### src/rtl/load_store_unit.sv
// uPOWER load/store initiator: EA calc, size decode, one handshaked mem txn.
// Optional LSU_ALIGN_CHECK_EN rejects misaligned EAs before any mem request.
module load_store_unit #(
  parameter int ADDR_W  = 64,
  parameter int DATA_W  = 64,
  parameter int TIMEOUT = 16
) (
  input  logic              clk,
  input  logic              rst_n,
  input  logic              start,
  input  logic [5:0]        opcode,
  input  logic [ADDR_W-1:0] base,
  input  logic [15:0]       disp,
  input  logic [DATA_W-1:0] store_data,
  output logic              busy,
  output logic              done,
  output logic              err,
  output logic [DATA_W-1:0] load_data,
  output logic              mem_req,
  output logic              mem_we,
  output logic [1:0]        mem_size,
  output logic [ADDR_W-1:0] mem_addr,
  output logic [DATA_W-1:0] mem_wdata,
  input  logic              mem_ready,
  input  logic [DATA_W-1:0] mem_rdata
);

  localparam int CW = $clog2(TIMEOUT + 1);

  typedef enum logic [1:0] {
    S_IDLE,
    S_REQ,
    S_DONE
  } state_e;

  state_e            state_q, state_d;
  logic              err_q, err_d;
  logic              we_q, we_d;
  logic [1:0]        size_q, size_d;
  logic              sext_q, sext_d;
  logic [ADDR_W-1:0] addr_q, addr_d;
  logic [DATA_W-1:0] wdata_q, wdata_d;
  logic [DATA_W-1:0] ld_q, ld_d;
  logic [CW-1:0]     cnt_q, cnt_d;

  logic              op_lbz, op_lhz, op_lha, op_lwz, op_ld;
  logic              op_stb, op_sth, op_stw, op_std;
  logic              legal, dec_we, dec_sext, ds_form;
  logic [1:0]        dec_size;
  logic [15:0]       disp_v;
  logic [ADDR_W-1:0] ea;
  logic              misal;
  logic [DATA_W-1:0] st_mask;
  logic [DATA_W-1:0] ld_ext;

  assign op_lbz = opcode == 6'd34;
  assign op_lhz = opcode == 6'd40;
  assign op_lha = opcode == 6'd42;
  assign op_lwz = opcode == 6'd32;
  assign op_ld  = opcode == 6'd58;
  assign op_stb = opcode == 6'd38;
  assign op_sth = opcode == 6'd44;
  assign op_stw = opcode == 6'd36;
  assign op_std = opcode == 6'd62;

  always_comb begin
    legal    = 1'b1;
    dec_we   = 1'b0;
    dec_size = 2'd0;
    dec_sext = 1'b0;
    ds_form  = 1'b0;
    unique case (1'b1)
      op_lbz: dec_size = 2'd0;
      op_lhz: dec_size = 2'd1;
      op_lha: begin
        dec_size = 2'd1;
        dec_sext = 1'b1;
      end
      op_lwz: dec_size = 2'd2;
      op_ld: begin
        dec_size = 2'd3;
        ds_form  = 1'b1;
      end
      op_stb: dec_we = 1'b1;
      op_sth: begin
        dec_we   = 1'b1;
        dec_size = 2'd1;
      end
      op_stw: begin
        dec_we   = 1'b1;
        dec_size = 2'd2;
      end
      op_std: begin
        dec_we   = 1'b1;
        dec_size = 2'd3;
        ds_form  = 1'b1;
      end
      default: legal = 1'b0;
    endcase
  end

  // DS-form encodes opcode extension in disp[1:0]; it is not offset.
  assign disp_v = ds_form ? {disp[15:2], 2'b00} : disp;
  assign ea     = base + {{(ADDR_W-16){disp_v[15]}}, disp_v};

`ifdef LSU_ALIGN_CHECK_EN
  always_comb begin
    misal = 1'b0;
    unique case (dec_size)
      2'd1:    misal = ea[0];
      2'd2:    misal = |ea[1:0];
      2'd3:    misal = |ea[2:0];
      default: misal = 1'b0;
    endcase
  end
`else
  assign misal = 1'b0;
`endif

  always_comb begin
    st_mask = '0;
    unique case (dec_size)
      2'd0:    st_mask = DATA_W'(store_data[7:0]);
      2'd1:    st_mask = DATA_W'(store_data[15:0]);
      2'd2:    st_mask = DATA_W'(store_data[31:0]);
      default: st_mask = store_data;
    endcase
  end

  always_comb begin
    ld_ext = '0;
    unique case (size_q)
      2'd0: ld_ext = DATA_W'(mem_rdata[7:0]);
      2'd1: begin
        if (sext_q)
          ld_ext = {{(DATA_W-16){mem_rdata[15]}}, mem_rdata[15:0]};
        else
          ld_ext = DATA_W'(mem_rdata[15:0]);
      end
      2'd2:    ld_ext = DATA_W'(mem_rdata[31:0]);
      default: ld_ext = mem_rdata;
    endcase
  end

  always_comb begin
    state_d = state_q;
    err_d   = 1'b0;
    we_d    = we_q;
    size_d  = size_q;
    sext_d  = sext_q;
    addr_d  = addr_q;
    wdata_d = wdata_q;
    ld_d    = ld_q;
    cnt_d   = cnt_q;
    unique case (state_q)
      S_IDLE: begin
        if (start) begin
          if (!legal || misal) begin
            state_d = S_DONE;
            err_d   = 1'b1;
          end else begin
            state_d = S_REQ;
            we_d    = dec_we;
            size_d  = dec_size;
            sext_d  = dec_sext;
            addr_d  = ea;
            wdata_d = dec_we ? st_mask : '0;
            cnt_d   = '0;
          end
        end
      end
      S_REQ: begin
        if (mem_ready) begin
          state_d = S_DONE;
          if (!we_q)
            ld_d = ld_ext;
        end else if (cnt_q == CW'(TIMEOUT - 1)) begin
          state_d = S_DONE;
          err_d   = 1'b1;
        end else begin
          cnt_d = cnt_q + 1'b1;
        end
      end
      S_DONE: begin
        state_d = S_IDLE;
        cnt_d   = '0;
      end
      default: state_d = S_IDLE;
    endcase
  end

  always_ff @(posedge clk or negedge rst_n) begin
    if (!rst_n) begin
      state_q <= S_IDLE;
      err_q   <= 1'b0;
      we_q    <= 1'b0;
      size_q  <= 2'd0;
      sext_q  <= 1'b0;
      addr_q  <= '0;
      wdata_q <= '0;
      ld_q    <= '0;
      cnt_q   <= '0;
    end else begin
      state_q <= state_d;
      err_q   <= err_d;
      we_q    <= we_d;
      size_q  <= size_d;
      sext_q  <= sext_d;
      addr_q  <= addr_d;
      wdata_q <= wdata_d;
      ld_q    <= ld_d;
      cnt_q   <= cnt_d;
    end
  end

  assign busy      = state_q != S_IDLE;
  assign done      = state_q == S_DONE;
  assign err       = err_q;
  assign mem_req   = state_q == S_REQ;
  assign mem_we    = we_q;
  assign mem_size  = size_q;
  assign mem_addr  = addr_q;
  assign mem_wdata = wdata_q;
  assign load_data = ld_q;

endmodule

### config.mk
export PLATFORM = sky130hd
export DESIGN_NAME = load_store_unit
export DESIGN_NICKNAME = d
export VERILOG_FILES = /design/src/rtl/load_store_unit.sv
export SDC_FILE = /design/constraint.sdc
export NUM_CORES = 1
export LEC_CHECK = 0
export BUFFER_PORTS_ARGS = -buffer_cell sky130_fd_sc_hd__clkbuf_2
export CAP_MARGIN = 10
export CORE_MARGIN = 2
export CORE_UTILIZATION = 46
export DETAILED_ROUTE_END_ITERATION = 8
export GPL_TIMING_DRIVEN = 0
export PLACE_DENSITY = 0.81
export SYNTH_ARGS = -nofsm -noshare
export SYNTH_HDL_FRONTEND = slang
export SYNTH_SLANG_ARGS = --single-unit
### constraint.sdc
create_clock -name clk -period 2.05 [get_ports clk]
set_clock_uncertainty 0.05 [all_clocks]
set_input_delay 0.41 -clock clk [delete_from_list [all_inputs] [get_ports clk]]
set_output_delay 0.41 -clock clk [all_outputs]
set_load 0.02 [all_outputs]
# After elaboration in Yosys (flattened, before gate mapping)
# Cells that the tools add are included.
# Widths: inputs -> output; s select.
# totals
reg_bits	204
in_bits	218
out_inout_bits	199
elab_cells	72
# classes
add_sub_neg	2
eq_ne	21
n_mux	25
bitwise	1
n_reduce_logical	14
# ops
cell	n
$pmux 64 s3	2
$mux 64	2
$add 64x64->64	1
$eq 6x6->1 const B	9
$mux 5	4
$pmux 5 s3	1
$mux 2	5
$reduce_or 9->1	1
$mux 1	8
$ne 2x2->1 const B	4
$eq 2x1->1 const B	3
$eq 2x2->1 const B	3
$logic_not 2->1	3
$pmux 2 s3	1
$reduce_and 3->1	2
$add 5x1->5 const B	1
$eq 5x4->1 const B	1
$reduce_and 5->1	1
$pmux 2 s2	1
$reduce_or 2->1	2
$reduce_or 4->1	1
$ne 3x1->1 const B	1
$reduce_bool 3->1	1
$reduce_or 3->1	1
other kinds (4)	4

# Longest topological paths before layout
# Gate-level depths: netlist of the first run.
# logic_depth
ltp_word	6
ltp_mapped	15
mapped_depth_nobuf	15

# Worst setup path after synthesis of the first run
# No wires, ideal clock.
# synth_path
path_type	input -> register
from	in opcode[5]
to	reg addr_q[21] (netlist: mem_addr[21])
setup_time_ps	135
arrival_ps	2947
required_ps	1865
slack_ps	-1082
path_stages	14
n_path_buf	0
path_cell_list	nor2b_1 > nand4_1 > nand2_1 > inv_1 > ha_1 > a211oi_1 > o21ai_1 > a21boi_1 > o21ai_1 > a21o_2 > a41o_1 > a21o_1 > a211oi_1 > o31ai_1
# synth_between
elab_chain_len	5
word_cells_on_any_way	16
cone_classes	1 x add/sub; 9 x eq/ne; 3 x mux; 3 x reduce/logical
# synth_rtl
item	line_no	rtl
start, declared	11	input logic [5:0] opcode,
$eq 6x6->1 (on tied branches)	60, 64	
$reduce_or 2->1 (no source line)	-	
$mux 1	72	unique case (1'b1)
$mux 2	103	assign disp_v = ds_form ? {disp[15:2], 2'b00} : disp;
$add 64x64->64	104	assign ea = base + {{(ADDR_W-16){disp_v[15]}}, disp_v};
end signal, assigned	209	addr_q <= addr_d;
end, declared	41	logic [ADDR_W-1:0] addr_q, addr_d;
# Several ways; a longest one is shown, not always the timed one.
# A chain may end at the register's enable or synchronous reset.

# Worst setup path after layout of the first run
# layout_path
from	in opcode[0]
to	reg addr_q[31] (netlist: mem_addr[31])
# Same word-level chain as after synthesis.

==> results of run 1 <==
-- final cells by class --
type / instances / area [sq um] / area share
antenna: 1 / 2.502 / 0.0001528
buffer: 57 / 269.0 / 0.01643
clock buffer: 33 / 684.4 / 0.04180
clock inverter: 11 / 153.9 / 0.009399
inverter: 26 / 100.1 / 0.006113
multi-input combinational: 979 / 6983 / 0.4265
sequential: 204 / 5107 / 0.3119
tap: 324 / 405.4 / 0.02476
timing repair buffer: 472 / 2668 / 0.1629
-- worst max-delay path: cells and delay by family --
kind	cells	cell delay, ps
AND/OR/NAND/NOR	5	710
AO/OA/AOI/OAI	6	1170
XOR/XNOR	1	240
adder cells (fa/ha/maj)	1	240
buffers and inverters	3	320
-- state kept, by name (all words and copies together) (netlist names) --
register	cells
err	1
cnt_q	5
mem_addr	64
mem_size	2
state_q	2
mem_wdata	64
sext_q	1
load_data	64
mem_we	1
-- placed cells by master, fill, tap and decap left out, types with 6 or more instances in the layout --
master / n
dfrtp_1: 202
o21bai_1: 8
o21ai_2: 11
clkbuf_16: 25
inv_1: 22
and3_1: 8
clkbuf_1: 26
nand4_1: 22
buf_6: 25
a22o_1: 64
o31ai_1: 9
o21ai_1: 43
xor2_1: 19
o211ai_1: 9
clkbuf_2: 436
clkbuf_8: 6
ha_2: 11
a21oi_2: 13
a21o_1: 32
a21oi_1: 116
buf_4: 31
ha_1: 50
nor3_1: 8
nand2_1: 206
nand3_1: 29
xnor2_2: 14
nor2_1: 93
o21ai_0: 39
and2_1: 6
xnor2_1: 11
-- stage by stage --
stage	utilization	cell area (sq um)	setup WS, ps
final	0.6693	16370	-692.4
after global routing	0.6692	16370	-787.9
after CTS	0.6432	15740	-660.6
after detailed placement	0.5793	14170	-2127
after global placement	0.5778	14130	-3516
after floorplan	-	11650	-731.3
-- worst max path at each step --
stage / start / endpoint / slack [ps] / cells after the start
floorplan: opcode[5] / mem_addr[46] / -730 / 14
global placement: rst_n / load_data[48] / -3520 / 1
detailed placement: disp[15] / mem_addr[57] / -2130 / 11
CTS: opcode[0] / mem_addr[62] / -660 / 17
global route: opcode[0] / mem_addr[56] / -790 / 19
finish: opcode[0] / mem_addr[31] / -690 / 16
-- power by group through the flow --
stage | clock network (uW) | registers (uW) | logic (uW)
global route | 4760 | 5920 | 6720
finish | 4540 | 5820 | 6240
global placement | 0 | 5790 | 5460
CTS | 4580 | 5790 | 5890
detailed placement | 0 | 5840 | 5560
floorplan | 0 | 7150 | 2020
-- metal layers --
layer | track usage | wire length [um] | vias to the layer above | part of all wire
li1 | - | - | 5588 | -
met2 | 0.5335 | 21350 | 716 | 0.48
met4 | 0.1082 | 1897 | 2 | 0.043
met5 | 0 | 13 | - | 0.00029
met1 | 0.3897 | 16960 | 5958 | 0.38
met3 | 0.06486 | 3967 | 180 | 0.090
-- repair_timing --
action,in CTS,in global routing
hold buffers,1,0
gates resized for setup,124,137
pin swaps,43,67
cloned,0,1
hold endpoints to repair,89,0
setup endpoints to repair,194,176
buffers inserted,32,26
-- cells by family (layout without fill, tap and decap cells) --
logic type,count (synthesis),in the layout,synth area share
other,0,1,0
DFF,204,204,0.4435
xor gates and xnor gates,50,50,0.03804
AOI/OAI and AO/OA,426,426,0.2430
buffers and inverters,92,599,0.03033
muxes,9,9,0.008261
adders and majority gates,66,66,0.07239
and+or+nand+nor,428,428,0.1645
==> metrics.md, run 1 <==
| Metric | Value |
|---|---|
| Crit Path Class | in2reg |
| Die Span Y | 162.2 um |
| # nets final | 2048 |
| Hold path depth | 3 |
| Part of the power in the clock network | 0.273 |
| Crit start category | input port |
| H-Tree Depth | 1 |
| Sw Pwr | 6453 uW |
| Latest clock arrival within the worst-skew pair | 530 ps |
| Min-delay src | mem_rdata[7] |
| IO Pins | around 420 |
| Clock Sinks | ~200 |
| Cell mode on critical path | buf_6 |
| Mapped Nets | about 1.6k |
| Main synth FF type | dfrtp_1 |
| Routed vias | about 12k |
| DR DRC count | 0 |
| Worst reg2reg path startpoint | state_q[0] |
| Cell Count, Final, Fillers Out | roughly 2.1k |
| Status | complete, but fails checks |
| Syn Std Cell Area | between 10000 and 15000 sq um |
| Filler instances | between 1.5k and 2k |
| Final WL | approximately 44000 um |
| Post-route antenna net violation count | 0 |
| Largest cells by area after synthesis | dfrtp_1 44%, ha_1 7.1%, nand2_1 6.9%, a21oi_1 5.8%, a22o_1 4.9% |
| DRT iter0 DRCs | roughly 1.2k |
| Maximum VDD drop | between 0.0007 and 0.0008 V |
| Worst path cell trace | buf_6 -> nor2b_4 -> nand4_1 -> nand2_2 -> inv_2 -> ha_4 -> a211oi_4 -> o21ai_2 -> nand3_2 -> nand3_4 -> o31ai_4 -> buf_6 -> a31oi_4 -> a221oi_2 -> xor2_1 -> o21ai_1 |
| Synth top area share | 0.4435 |
| Sw Share | 0.3886 |
| Layout area overhead | 42.24% |
| Area leader, netlist | dfrtp_1 |
| Hold_ws | about 35 ps |
| Final setup TNS | -25740 ps |
| Commonest cells in the synthesized netlist | 211 x nand2_1, 204 x dfrtp_1, 133 x a21oi_1, 99 x nor2_1, 90 x o21ai_0 |
| EDFF count, synth | 0 |
| GRT overflow | 0 |
| Mapped Cells | around 1.3k |
| Combinational power share | 0.376 |
| Vias in the first global route | roughly 12k |
| Failing checks | negative setup slack |
| Antenna violations before repair | 1 |
| Worst setup margin | -692.4 ps |
| Slew Viols, Final | 0 |
| Min-Delay Endpoint | load_data[7] |
| Syn Area/Cell | 9.028 sq um |
| Initial Util | 0.4706 |
| Tightest Hold Check Type | in2reg |
| GRT Total Usage | 0.3106 |
| Flops & latches, synth | 204 |
| Die X | around 160 um |
| Clock buffer depth | 3 |
| Post-synthesis sequential area ratio | 0.4435 |
| Core area | roughly 24000 sq um |
| Placed Instances | 2016 |
| Final GP Congestion | between 0.9 and 1 |
| PortBufs | 416 |
| Critical Path Fanout Max | 4 |
| Post-synth cell types | 74 |
| Layout cells sized above 1 | 0.3911 |
| Endpoints failing hold | 0 |
| Pint | between 10000 and 15000 uW |
| Leak | approximately 0.0082 uW |
| Number of vias per cell | about 5.9 |
| Clock root cell | clkbuf_16 |
| Total CTS buffers | 24 |
| Reg clk slew, reported paths | 60 ps |
| RSZ-0062 raised after global routing | true |
| Fraction of registers with async set or reset after synthesis | 1.000 |
| Critical path arrival | roughly 3000 ps |
| CP max stage delay | roughly 330 ps |
| Dominant cell by count in the synthesized netlist | nand2_1 |
| First-pass GRT wire length | between 60000 and 70000 um |
| R2r setup slk | ~50 ps |
| Highest Clock Rate | ~0.36 GHz |
| Min cycle time layout | about 2700 ps |
| Power after layout | around 17000 uW |
| Total iterations of the first detailed-routing run | 7 |
| Relative slew slack | 0.4869 |
| R2R depth | 6 |
| Row count | between 50 and 60 |
| Post-DP HPWL | ~32000 um |
| Slowest cell on crit path | a221oi_2 |
| CTS tree | done |
| Worst slew pin tran | 769.6 ps |
| Yosys warns | 0 |
| CP required | 2390 ps |
| Worst setup EP type | register |
| Max_cap viols | 0 |
| Final period util | 1.338 |
| Reg2reg end | mem_addr[55] |
| Setup-failing EPs final | 56 |
| Die ar. | ~26000 sq um |
| Pin count of the biggest net entering global routing | 116 |
| Flop pwr share | 0.351 |
| DR WL/cell | ~21 um |
| Pwr Density | 1014 nW/um^2 |
Power figures use the tool's default switching activity.
==> run 2: changes to the inputs <==
- CORE_ASPECT_RATIO: not set -> 1.25
- CORE_MARGIN: 2 -> 4
==> run 2 against run 1 <==
Compared with the run above:
- the run still ends with negative setup slack left
- non-clock buffer count up 11
- wire length is 2.3% lower
- total power decreased by 5.1%
- critical path depth shrank 4
- largest cell class unchanged
- highest routed layer unchanged
==> metrics.md, run 2 (same netlist as run 1, synthesis figures left out) <==
| Metric | Value |
|---|---|
| Status | complete, but fails checks |
| Failing checks | negative setup slack |
| Final WL | 43170 um (-2.3%) |
| Gr busiest metal | met2 |
| Pin count of the biggest net entering global routing | 110 (-5.2%) |
| # nets final | 2057 (+0.44%) |
| Critical Path Fanout Max | 25 (+21) |
| Clock Sinks | 204 (unchanged) |
| H-Tree Depth | 1 (unchanged) |
| Filler instances | 1991 (+6.7%) |
| Post-route antenna net violation count | 0 (unchanged) |
| Hold_ws | 51.61 ps (+17.03 ps) |
| Worst setup EP type | register |
| Core area | 24580 sq um (+0.50%) |
| Final period util | 1.388 (+0.04987) |
| Pint | 9579 uW (-5.6%) |
| Antenna violations before repair | 5 (+4) |
| Leak | 0.008088 uW (-0.83%) |
| Layout cells sized above 1 | 0.3809 (-0.01026) |
| Pwr Density | 973.5 nW/um^2 (-4.0%) |
| Highest Clock Rate | 0.3515 GHz (-3.6%) |
| Part of the power in the clock network | 0.242 (-0.031) |
| Endpoints failing hold | 0 (unchanged) |
| First-pass GRT wire length | 63450 um (-2.3%) |
| Core Util, Final | 0.6584 (-0.01089) |
| Vias in the first global route | 11.63k (-2.8%) |
| Layout area overhead | 40.62% |
| Grt met1 use | 0.3532 (-0.03649) |
| PortBufs | 416 (unchanged) |
| Die ar. | 27630 sq um (+5.1%) |
| Final GP Congestion | 0.9420 (+0.21%) |
| Flop pwr share | 0.370 (+0.019) |
| Total iterations of the first detailed-routing run | 5 (-2) |
| Die X | 149.5 um (-7.8%) |
| Post-DP HPWL | 32520 um (+3.2%) |
| Crit start category | input port |
| Final setup TNS | -32590 ps (-6855 ps) |
| Reg clk slew, reported paths | 60 ps (about the same) |
| Worst setup margin | -794.6 ps (-102.2 ps) |
| Slew Viols, Final | 0 (unchanged) |
| Most frequent cells in the layout | 430 x clkbuf_2, 205 x nand2_1, 203 x dfrtp_1, 118 x a21oi_1, 91 x nor2_1 |
| Maximum VDD drop | 0.0007203 V (-8.5%) |
| Critical path arrival | 3170 ps (+90 ps) |
| Clock buffer depth | 3 (unchanged) |
| Worst slew pin tran | 868.9 ps (+99.28 ps) |
| Area occupied by multi-input gates | 6860 sq um (-1.8%) |
| DRT iter0 DRCs | 787 (-36%) |
| Global-route track usage on met3 | 0.05653 (-0.008328) |
| DR DRC count | 0 (unchanged) |
| Total CTS buffers | 22 (-8.3%) |
| Power after layout | 15760 uW (-5.1%) |
| Seq. cell area | 5106 sq um (about the same) |
| GRT Total Usage | 0.2891 (-0.02155) |
| Leading cell type in the layout, fill and taps excluded | clkbuf_2 |
| Max_cap viols | 0 (unchanged) |
| Post-Place Cell Area | 14180 sq um (about the same) |
| Relative slew slack | 0.4208 (-0.06619) |
| Tightest Hold Check Type | in2reg |
| CTS tree | done |
| Sw Pwr | 6180 uW (-4.2%) |
| Min cycle time layout | 2845 ps (+102.2 ps) |
| Sw Share | 0.3921 (+0.003519) |
| GRT overflow | 0 (unchanged) |
| Routed vias | 12.15k (-2.4%) |
| Latest clock arrival within the worst-skew pair | 500 ps (-30 ps) |
| CP required | 2380 ps (about the same) |
| RSZ-0062 raised after global routing | true |
| Final non-filler cell area | 16190 sq um (-1.1%) |
| IO Pins | 417 (unchanged) |
| Number of vias per cell | 5.718 (-3.2%) |
| Clock root cell | clkbuf_16 |
| Combinational power share | 0.388 (+0.012) |
| Setup-failing EPs final | 57 (+1.8%) |
| Die Span Y | 184.9 um (+14%) |
| Crit Path Class | in2reg |
| Row count | 64 (+12%) |
| GR Util met2 | 0.4993 (-0.03419) |
| DR WL/cell | 20.33 um (-3.1%) |
| Initial Util | 0.4682 (-0.002323) |
-- run 2: cell type report --
class                   count  share of cell area
clock inverters             6            0.002010
diodes                      6           0.0009276
inverters                  26            0.006029
flip-flops and latches    204              0.3155
well taps                 330             0.02551
plain buffers              62             0.01762
multi-input cells         979              0.4238
clock buffers              33             0.04035
repair buffers            478              0.1683
-- run 2: power by group through the flow --
stage	clock network [uW]	logic, uW	registers, uW
after floorplan	0	2020	7150
after global placement	0	5480	5830
after detailed placement	0	5570	5870
after CTS	3880	5760	5810
after global routing	4070	6630	5960
final	3810	6120	5830
-- run 2: per-layer routing --
layer / vias up / wire [um]
li1: 5625 / -
met1: 5761 / 15970
met2: 627 / 21110
met3: 130 / 3815
met4: 2 / 2263
met5: - / 18
-- run 2: worst paths after layout --
check                           cells past startpoint            to    startpoint  slack [ps]
worst max-delay path                               12  mem_addr[59]      disp[15]        -790
worst min-delay path                                3  load_data[2]  mem_rdata[2]          50
worst max register to register                      5  mem_addr[58]    state_q[0]          40
worst min register to register                      2  load_data[9]  load_data[9]         410
max in group asynchronous                           3           err         rst_n         490
min in group asynchronous                           2  mem_addr[42]         rst_n         470
-- run 2: what timing repair did --
action / 4_1_cts / 5_1_grt
gates resized for setup: 85 / 143
hold buffers: 1 / 0
cloned: 1 / 0
pin swaps: 24 / 57
setup buffers: 24 / 35
hold endpoints to repair: 37 / 0
setup endpoints to repair: 185 / 186
-- run 2: metrics by stage --
stage | worst slack, ps | std cells
after floorplan | -731.3 | 1275
after global placement | -3402 | 2021
after detailed placement | -2132 | 2022
after CTS | -651.9 | 2087
after global routing | -880.5 | 2122
final | -794.6 | 2124
-- run 2: critical path: stages --
cell       delay, ps
clkbuf_16        180
ha_1             400
a21oi_1          260
o22ai_1          120
a31oi_1          400
nand3_4          160
o31ai_4          370
buf_4            190
o21ai_4           70
a211oi_2         270
xor2_1           210
o21ai_0           90
==> run 3: changes to the inputs <==
- CORE_ASPECT_RATIO: 1.25 -> 0.75
- CTS_CLUSTER_DIAMETER: not set -> 200
==> run 3 against run 2 <==
Compared with the run above:
- clock-buffer cell count down 5
- first-iteration DRC count increased by 28%
- combinational power is 2% higher
- total power grew 2.5%
- critical path depth is 6 higher
- the run still ends with negative setup slack left
- utilization up 1.7 points
- via count rose by 2.0%
- worst hold slack worse by 5.7 ps
- sequential power is essentially flat
- sequential share of layout area fell by 0.38 points
- largest power group unchanged
- register-to-register slack got worse by 120 ps
- die area barely moved
==> metrics.md, run 3 (same netlist as run 1, synthesis figures left out) <==
| Metric | Value |
|---|---|
| Seq. cell area | 5109 sq um (about the same) |
| DRT iter0 DRCs | 1006 (+28%) |
| Latest clock arrival within the worst-skew pair | 510 ps (about the same) |
| Slew Viols, Final | 0 (unchanged) |
| Layout area overhead | 42.39% |
| Setup-failing EPs final | 57 (unchanged) |
| Leak | 0.008165 uW (+0.96%) |
| Initial Util | 0.4741 (+0.005888) |
| CTS tree | done |
| Worst setup EP type | register |
| Filler instances | 1921 (-3.5%) |
| RSZ-0062 raised after global routing | true |
| Leading cell type in the layout, fill and taps excluded | clkbuf_2 |
| Routed wl met3 | 4055 um (+6.3%) |
| GRT Total Usage | 0.2963 (+0.007184) |
| Met1 WL | 17820 um (+12%) |
| Total iterations of the first detailed-routing run | 8 (+3) |
| GRT overflow | 0 (unchanged) |
| Maximum VDD drop | 0.0006597 V (-8.4%) |
| Status | complete, but fails checks |
| Final WL | 44250 um (+2.5%) |
| Row count | 49 (-23%) |
| Final period util | 1.386 (-0.002085) |
| Post-route antenna net violation count | 0 (unchanged) |
| Failing checks | negative setup slack |
| Most frequent cells in the layout | 431 x clkbuf_2, 204 x nand2_1, 201 x dfrtp_1, 120 x a21oi_1, 90 x nor2_1 |
| Relative slew slack | 0.5292 (+0.1085) |
| Tightest Hold Check Type | in2reg |
| Post-DP HPWL | 31590 um (-2.9%) |
| Final setup TNS | -31190 ps (+1406 ps) |
| Die ar. | 27640 sq um (about the same) |
| Final GP Congestion | 0.9517 (+1.0%) |
| Die X | 190.7 um (+28%) |
| IO Pins | 417 (unchanged) |
| Worst slew pin tran | 698.8 ps (-170.1 ps) |
| Min cycle time layout | 2840 ps (-4.275 ps) |
| DR WL/cell | 20.80 um (+2.4%) |
| PortBufs | 416 (unchanged) |
| DR DRC count | 0 (unchanged) |
| Reg clk slew, reported paths | 70 ps (about the same) |
| Pin count of the biggest net entering global routing | 88 (-20%) |
| Clock buffer depth | 3 (unchanged) |
| Endpoints failing hold | 0 (unchanged) |
| First-pass GRT wire length | 66340 um (+4.6%) |
| Met2 routed WL | 20150 um (-4.6%) |
| Crit Path Class | in2reg |
| Power after layout | 16160 uW (+2.5%) |
| Core area | 24280 sq um (-1.2%) |
| CP required | 2400 ps (+20 ps) |
| Highest Clock Rate | 0.3521 GHz (+0.15%) |
| Hold path depth | 3 (unchanged) |
| Crit start category | input port |
| Vias in the first global route | 12.14k (+4.4%) |
| Routed vias | 12.39k (+2.0%) |
| R2R depth | 5 (unchanged) |
| Worst setup margin | -790.3 ps (+4.275 ps) |
| Layout cells sized above 1 | 0.3933 (+0.01244) |
| # nets final | 2063 (+0.29%) |
| Die Span Y | 145.0 um (-22%) |
| Dpl ws | -2087 ps (+44.65 ps) |
| Critical Path Fanout Max | 3 (-88%) |
| Max_cap viols | 0 (unchanged) |
| Critical path arrival | 3200 ps (+30 ps) |
| Uppermost layer routed | met4 |
| Pwr Density | 985.8 nW/um^2 (+1.3%) |
| Area occupied by multi-input gates | 6915 sq um (+0.80%) |
| Total CTS buffers | 22 (unchanged) |
| Number of vias per cell | 5.825 (+1.9%) |
| Clock root cell | clkbuf_16 |
| Antenna violations before repair | 1 (-4) |
| Clock Sinks | 204 (unchanged) |
| Hold_ws | 45.90 ps (-5.707 ps) |
| H-Tree Depth | 1 (unchanged) |
[run 3: changes by cell type in the layout (fill, tap and decap cells not counted), sizes merged]
| cell | delta |
|---|---|
| clkbuf | -9 |
| diode | -5 |
| buf | +10 |
| bufinv | +2 |
| clkinvlp | +1 |
| clkinv | +2 |
| inv | +1 |
[run 3: metal layers]
| metal | track usage | up-vias |
|---|---|---|
| met3 | 0.06604 | 139 |
| met2 | 0.4691 | 676 |
| met1 | 0.3953 | 5972 |
| li1 | - | 5602 |
| met5 | 0 | - |
| met4 | 0.1238 | 0 |
[run 3: repair_timing]
| item | CTS | global route |
|---|---|---|
| endpoints found under the setup margin | 187 | 192 |
| hold buffers | 1 | 0 |
| buffers inserted | 49 | 33 |
| pin swaps | 53 | 70 |
| hold endpoints to repair | 32 | 0 |
| gates cloned | 1 | 0 |
| resized for setup | 154 | 110 |
[run 3: where the power goes]
part           total (uW)  internal, uW  switching (uW)
combinational        6250          2290            3960
clock                4060          2320            1730
sequential           5850          5140             704
total               16200          9760            6400
[run 3: worst paths after layout]
check,start,end,slack (ps)
worst max-delay path,opcode[5],mem_addr[58],-790
worst min-delay path,mem_rdata[0],load_data[0],50
worst max register to register,state_q[0],mem_addr[58],-80
worst min register to register,load_data[12],load_data[12],430
max in group asynchronous,rst_n,state_q[1],440
min in group asynchronous,rst_n,mem_addr[31],320
[run 3: metrics by stage]
step	cell area (sq um)	util	std cells
2_1_floorplan	11650	-	1275
3_3_place_gp	14140	0.5825	2022
3_5_place_dp	14210	0.5851	2024
4_1_cts	15900	0.6547	2106
5_1_grt	16390	0.6751	2127
6_report	16390	0.6751	2127
[run 3: worst max-delay path: stages]
cell and delay (ps):
clkbuf_2 80, nor2b_4 120, nand4_1 80, buf_6 140, and2_4 150, ha_4 140, inv_2 40, fa_2 340
nand2b_4 170, a21oi_4 180, o211ai_1 120, buf_4 160, a31oi_4 280, buf_4 170, o2111ai_2 120, nand2_2 130
xnor2_1 90, mux2_2 270
[run 3: final cells by class]
type                    count  share of cell area
inverters                  26            0.005954
flip-flops and latches    204              0.3117
clock buffers              28             0.03618
plain buffers              56             0.01672
diodes                      1           0.0001527
multi-input cells         979              0.4219
well taps                 331             0.02527
repair buffers            490              0.1740
clock inverters            12            0.008168
